$ cat config.mk
export PLATFORM = sky130hd
export DESIGN_NAME = lsu_byte_initiator_flat
export DESIGN_NICKNAME = d
export VERILOG_FILES = /design/src/rtl/lsu_byte_initiator_if.sv /design/src/rtl/lsu_byte_initiator.sv /design/src/flat_wrapper.sv
export SDC_FILE = /design/constraint.sdc
export NUM_CORES = 1
export LEC_CHECK = 0
export BUFFER_PORTS_ARGS = -buffer_cell sky130_fd_sc_hd__buf_4
export CORE_ASPECT_RATIO = 0.7
export CORE_MARGIN = 2
export CORE_UTILIZATION = 33
export DETAILED_ROUTE_END_ITERATION = 7
export REMOVE_ABC_BUFFERS = 1
export SYNTH_ARGS = -nofsm -noshare
export SYNTH_HDL_FRONTEND = slang
export SYNTH_SLANG_ARGS = --single-unit
$ cat constraint.sdc
create_clock -name iClk -period 3.88 [get_ports iClk]
set_input_delay 0.776 -clock iClk [delete_from_list [all_inputs] [get_ports iClk]]
set_output_delay 0.776 -clock iClk [all_outputs]
set_load 0.01 [all_outputs]
$ cat src/rtl/lsu_byte_initiator_if.sv
// rtl/lsu_byte_initiator_if.sv - byte-wide handshaked data-memory port
interface lsu_byte_initiator_if;
  logic        oMemReq;
  logic        oMemWe;
  logic [31:0] oMemAddr;
  logic [7:0]  oMemWData;
  logic        iMemAck;
  logic [7:0]  iMemRData;

  modport master (
    output oMemReq, oMemWe, oMemAddr, oMemWData,
    input  iMemAck, iMemRData
  );

  modport slave (
    input  oMemReq, oMemWe, oMemAddr, oMemWData,
    output iMemAck, iMemRData
  );
endinterface

$ cat src/rtl/lsu_byte_initiator.sv
// rtl/lsu_byte_initiator.sv - load/store initiator serialising requests into byte transactions
module lsu_byte_initiator #(
  parameter int TIMEOUT = 255
) (
  input  logic                        iClk,
  input  logic                        iRstN,
  input  logic                        iReq,
  input  logic                        iMemRead,
  input  logic                        iMemWrite,
  input  logic [2:0]                  iFunct3,
  input  logic [31:0]                 iAddress,
  input  logic [31:0]                 iWriteData,
  output logic                        oBusy,
  output logic                        oDone,
  output logic                        oError,
  output logic [31:0]                 oReadData,
  lsu_byte_initiator_if.master        mem
);

  localparam int CW = (TIMEOUT < 2) ? 1 : $clog2(TIMEOUT + 1);
  localparam logic [CW-1:0] WAIT_LAST = CW'((TIMEOUT > 0) ? TIMEOUT - 1 : 0);

  typedef enum logic [1:0] {IDLE, ACCESS, DONE} stateE;

  stateE          state, stateNext;
  logic [31:0]    baseAddr;
  logic [31:0]    wData;
  logic [2:0]     funct3R;
  logic           isStore;
  logic [1:0]     idx;
  logic [1:0]     lastIdx;
  logic [CW-1:0]  waitCnt;
  logic [31:0]    rawData;
  logic [31:0]    readDataR;
  logic           errR;

  logic           reqLegal;
  logic           inAccess;
  logic           ackSeen;
  logic           lastByte;
  logic           timedOut;
  logic [31:0]    mergedData;
  logic [31:0]    extData;

  always_comb begin
    reqLegal = 1'b0;
    case (iFunct3)
      3'b000, 3'b001, 3'b010: reqLegal = 1'b1;
      3'b100, 3'b101:         reqLegal = !iMemWrite;
      default:                reqLegal = 1'b0;
    endcase
    reqLegal = reqLegal && (iMemRead ^ iMemWrite);
  end

  assign inAccess = (state == ACCESS);
  assign ackSeen  = inAccess && mem.iMemAck;
  assign lastByte = (idx == lastIdx);
  assign timedOut = (TIMEOUT != 0) && inAccess && !mem.iMemAck && (waitCnt == WAIT_LAST);

  // Lane idx is taken straight from the bus so the final byte can be extended on its ack edge.
  always_comb begin
    mergedData = rawData;
    mergedData[{idx, 3'b000} +: 8] = mem.iMemRData;
  end

  always_comb begin
    extData = mergedData;
    case (funct3R)
      3'b000:  extData = {{24{mergedData[7]}}, mergedData[7:0]};
      3'b001:  extData = {{16{mergedData[15]}}, mergedData[15:0]};
      3'b100:  extData = {24'h0, mergedData[7:0]};
      3'b101:  extData = {16'h0, mergedData[15:0]};
      default: extData = mergedData;
    endcase
  end

  always_ff @(posedge iClk) begin
    if (!iRstN) state <= IDLE;
    else        state <= stateNext;
  end

  always_comb begin
    stateNext = state;
    case (state)
      IDLE:    if (iReq) stateNext = reqLegal ? ACCESS : DONE;
      ACCESS:  if ((ackSeen && lastByte) || timedOut) stateNext = DONE;
      DONE:    stateNext = IDLE;
      default: stateNext = IDLE;
    endcase
  end

  always_ff @(posedge iClk) begin
    if (!iRstN) begin
      baseAddr  <= '0;
      wData     <= '0;
      funct3R   <= '0;
      isStore   <= 1'b0;
      idx       <= '0;
      lastIdx   <= '0;
      waitCnt   <= '0;
      rawData   <= '0;
      readDataR <= '0;
      errR      <= 1'b0;
    end else begin
      case (state)
        IDLE: begin
          if (iReq) begin
            baseAddr  <= iAddress;
            wData     <= iWriteData;
            funct3R   <= iFunct3;
            isStore   <= iMemWrite;
            idx       <= '0;
            lastIdx   <= iFunct3[1] ? 2'd3 : (iFunct3[0] ? 2'd1 : 2'd0);
            waitCnt   <= '0;
            rawData   <= '0;
            readDataR <= '0;
            errR      <= !reqLegal;
          end
        end
        ACCESS: begin
          if (ackSeen) begin
            if (!isStore) rawData <= mergedData;
            idx     <= idx + 2'd1;
            waitCnt <= '0;
            if (lastByte) readDataR <= isStore ? 32'h0 : extData;
          end else if (timedOut) begin
            errR      <= 1'b1;
            readDataR <= '0;
          end else begin
            waitCnt <= waitCnt + CW'(1);
          end
        end
        default: ;
      endcase
    end
  end

  assign oBusy         = (state != IDLE);
  assign oDone         = (state == DONE);
  assign oError        = oDone && errR;
  assign oReadData     = readDataR;
  assign mem.oMemReq   = inAccess;
  assign mem.oMemWe    = inAccess && isStore;
  assign mem.oMemAddr  = inAccess ? (baseAddr + {30'h0, idx}) : 32'h0;
  assign mem.oMemWData = (inAccess && isStore) ? wData[{idx, 3'b000} +: 8] : 8'h0;

endmodule

$ cat src/flat_wrapper.sv
// flat-port wrapper written by rule: the top's interface ports become plain ports
module lsu_byte_initiator_flat 
#(
  parameter int TIMEOUT = 255
)
  (iClk, iRstN, iReq, iMemRead, iMemWrite, iFunct3, iAddress, iWriteData, oBusy, oDone, oError, oReadData, mem_oMemReq, mem_oMemWe, mem_oMemAddr, mem_oMemWData, mem_iMemAck, mem_iMemRData);
  lsu_byte_initiator_if mem_i ();
  input  logic iClk;
  input  logic iRstN;
  input  logic iReq;
  input  logic iMemRead;
  input  logic iMemWrite;
  input  logic [2:0] iFunct3;
  input  logic [31:0] iAddress;
  input  logic [31:0] iWriteData;
  output logic oBusy;
  output logic oDone;
  output logic oError;
  output logic [31:0] oReadData;
  output wire logic [$bits(mem_i.oMemReq)-1:0] mem_oMemReq;
  output wire logic [$bits(mem_i.oMemWe)-1:0] mem_oMemWe;
  output wire logic [$bits(mem_i.oMemAddr)-1:0] mem_oMemAddr;
  output wire logic [$bits(mem_i.oMemWData)-1:0] mem_oMemWData;
  input wire logic [$bits(mem_i.iMemAck)-1:0] mem_iMemAck;
  input wire logic [$bits(mem_i.iMemRData)-1:0] mem_iMemRData;
  assign mem_oMemReq = mem_i.oMemReq;
  assign mem_oMemWe = mem_i.oMemWe;
  assign mem_oMemAddr = mem_i.oMemAddr;
  assign mem_oMemWData = mem_i.oMemWData;
  assign mem_i.iMemAck = mem_iMemAck;
  assign mem_i.iMemRData = mem_iMemRData;
  lsu_byte_initiator #(.TIMEOUT(TIMEOUT)) u_core (.iClk(iClk), .iRstN(iRstN), .iReq(iReq), .iMemRead(iMemRead), .iMemWrite(iMemWrite), .iFunct3(iFunct3), .iAddress(iAddress), .iWriteData(iWriteData), .oBusy(oBusy), .oDone(oDone), .oError(oError), .oReadData(oReadData), .mem(mem_i));
endmodule
==> results.cfg <==
[clock_network]
root_buffer = clkbuf_16
cts_tree = yes
hold_buffers = 0
clock-sinks = 146
htreeDepth = 4
ctsResizeCount = 0
clkSlewWorstSetupHoldPaths_ns = 0.06
cts_buffer_depth = 2
postCtsSetupBuffers = 0
cts_buffers = 17
clk-insertion-delay-late_ns = 0.42

[critical_path]
rrSetupSlack_ns = 1.07
r2r_cells = 7
path_cells = ha_1, fa_1, and3_1, nand4_1, or4_1, a21oi_1, buf_4
critPathKind = reg2out
worstReg2RegEnd = u_core.oReadData[15]
r2r-start = u_core.idx[1]
cpLargestDelayFamily = simple AND/OR/NAND/NOR gates
startpoint_type = register
critPathMaxFanout = 8
arrival_ns = 2.75
cp_num_buf_inv = 1
max_stage_delay_ns = 0.53
cp_slowest_cell = or4_1
required_ns = 3.10
end_kind = output port

[logic_synthesis]
avgSynthCellArea_um2 = 7.940
synth.ff_latch_count = 146
synth_cells = 916
ys_warn_count = 0
async_flop_share_pct = 0
yosysSeqAreaShare_pct = 40.19
syn-cell-area_mm2 = 0.007273
synth_ff_type = dfxtp_1
synth_edf_count = 0
synth_cell_types = 62

[status]
status = complete, no violations

[global_route]
met2_usage_pct = 27.59
use_met3_pct = 4.063
antenna_found_initial = 0
grt_pass1_vias = 6543
grt_usage_pct = 18.87
grt_busiest_layer = met1
grt_pass1_wl_um = 34830
grt_max_degree = 77
grt_overflow = 0
met1_usage_pct = 27.82

[placed_design]
portBuffers = 157
gp_congestion = 0.8324
pre_cts_ws_ns = 0.8077
hpwl_um = 15320

[min_path]
hold_depth = 2
hold_class = reg2reg
min_from = u_core.wData[21]
min_to = u_core.wData[21]

[floorplan]
rows = 45
initial_core_util_pct = 33.55
die_area_mm2 = 0.02326
die_h_um = 128.2
ios = 158
core-area_mm2 = 0.02168
die_w_um = 181.4

[power_and_ir_drop]
peakVddDrop_mv = 0.3011
clkPwrFrac_pct = 45.7
sequentialPowerShare_pct = 43.3
p_int_uw = 2735
total_leakage_power_uw = 0.003631
p_sw_uw = 999.5
p_comb_share_pct = 11.0
sw_frac_of_total_pct = 26.76
power.density_mw_per_mm2 = 404.3

[finish]
insertedDiodeCount = 0
final_util_pct = 42.61
fin_nets = 1124
drive_above_1_share_pct = 22.87
area_growth_pct = 27.01

[routing]
firstDrtPassIters = 5
routedWlPerCell_um = 16.66
drt_iter0_markers = 557
post-route-drc-count = 0
antenna_left = 0
num_vias = 7075
routed_wl_um = 22110
via_per_inst = 5.332

[timing]
finalHoldViolCount = 0
finalMaxSlewViolations = 0
setup_viol = 0
rsz0062_at_grt = false
finClkSkew_ns = 0.01721
max_freq_ghz = 0.2834
max_slew_margin_pct = 24.64
worst_slew_pin_slew_ns = 1.123
period_minus_slack_ns = 3.529
timing.final.ws_setup_ns = 0.3508
timing.final.crit_share_pct = 90.96

[run]
cap_violations = 0
[kinds of logic (layout without fill, tap and decap cells)]
logic type,after synthesis,count (layout),synth area share (%)
buf+inv,104,233,5.694
simple gates,388,388,26.03
flops,146,146,40.19
mux,11,11,2.890
compound gates,243,243,21.69
xor+xnor,14,14,1.686
fa+ha+maj,10,10,1.824
[per-stage QoR]
stage	power [uW]	hold slack, ns	cells	instance area [um^2]	setup TNS [ns]
finish	3735	0.4518	1327	9238	0
global route	3899	0.4702	1327	9238	0
CTS	3769	0.4548	1327	9238	0
detailed placement	2060	0.4466	1296	8632	0
global placement	2054	0.4389	1296	8632	0
floorplan	1861	0.4331	844	6979	-179.56
[cell usage after synthesis (all sizes together), types with 2 or more instances]
cell type  number  area [um^2]
or4            11        82.58
buf            12        68.82
ha              9        112.6
a22o            7        61.31
and3           14        87.58
o311ai          2        17.52
xnor2           6        52.55
o31ai          10        75.07
nand3b          2        15.01
a41o            7        70.07
a22oi          24        180.2
o211ai         16        120.1
inv            32        120.1
nor2           57        216.5
nor4            5        31.28
a31o           17        148.9
and4            4        40.04
and2           10        62.56
or2             2        12.51
nand3          22        115.1
nor3            7        35.03
mux4            8        180.2
o21a            3        22.52
nor4bb          2        20.02
or3             9        56.30
nand4          25        171.4
a21oi          95        475.5
a31oi          16        100.1
mux2i           3        30.03
o22ai           7        43.79
nand2         172        645.6
a2bb2oi         7        61.31
nand2b          5        31.28
clkbuf         60        225.2
o21ai          22        110.1
nor2b          36        225.2
nor3b           2        15.01
xor2            8        70.07
dfxtp         146         2923
[how the worst max path moves through the flow]
| stage | slack (ns) | depth (start not counted) | start | to |
|---|---|---|---|---|
| after detailed placement | 0.81 | 7 | u_core.idx[0] | mem_oMemAddr[26] |
| after global placement | 0.88 | 7 | u_core.idx[0] | mem_oMemAddr[26] |
| final | 0.35 | 7 | u_core.baseAddr[0] | mem_oMemAddr[26] |
| after floorplan | -2.97 | 4 | iReq | u_core.rawData[15] |
| after CTS | 0.35 | 7 | u_core.idx[0] | mem_oMemAddr[26] |
| after global routing | 0.20 | 7 | u_core.idx[0] | mem_oMemAddr[26] |
[flip-flops by register name, summed over array words and instances (netlist names), 2 cells and up]
signal	cells
u_core.idx	2
u_core.waitCnt	8
u_core.rawData	32
u_core.funct3R	3
u_core.oReadData	32
u_core.wData	32
u_core.state	2
u_core.baseAddr	32
[layout make-up]
cell class,count,area (um^2)
Clock buffer,17,425.4
Clock inverter,14,180.2
Fill cell,2206,12440
Inverter,32,121.4
Multi-Input combinational cell,666,3959
Sequential cell,146,2923
Tap cell,282,352.8
Timing Repair Buffer,170,1276
[routing by layer]
metal  vias to the layer above  wire length, um
met3                        10             1391
li1                       3486                -
met2                       208             9402
met4                         0              142
met1                      3371            11180
met5                         -                0
[worst min-delay path, stage by stage, from the launching register on]
cell     delay, ns
dfxtp_1       0.31
nand2_1       0.05
a21oi_1       0.05
[power by group through the flow]
stage               clock network [uW]  logic [uW]  registers [uW]
floorplan                            0         227            1630
global placement                     0         406            1650
detailed placement                   0         409            1650
CTS                               1740         410            1620
global route                      1820         456            1630
finish                            1710         410            1620
[layout by cell type (no fill, tap or decap), types with 17 or more instances in the layout]
cell and n:
o21ai_0 21, inv_1 31, nor2b_1 36, clkbuf_16 17
nor2_1 56, a31o_2 17, dfxtp_1 146, buf_4 170
a21oi_1 95, nand4_1 24, nand2_1 171, a22oi_1 24
nand3_1 21
(Power assumes the default switching activity.)
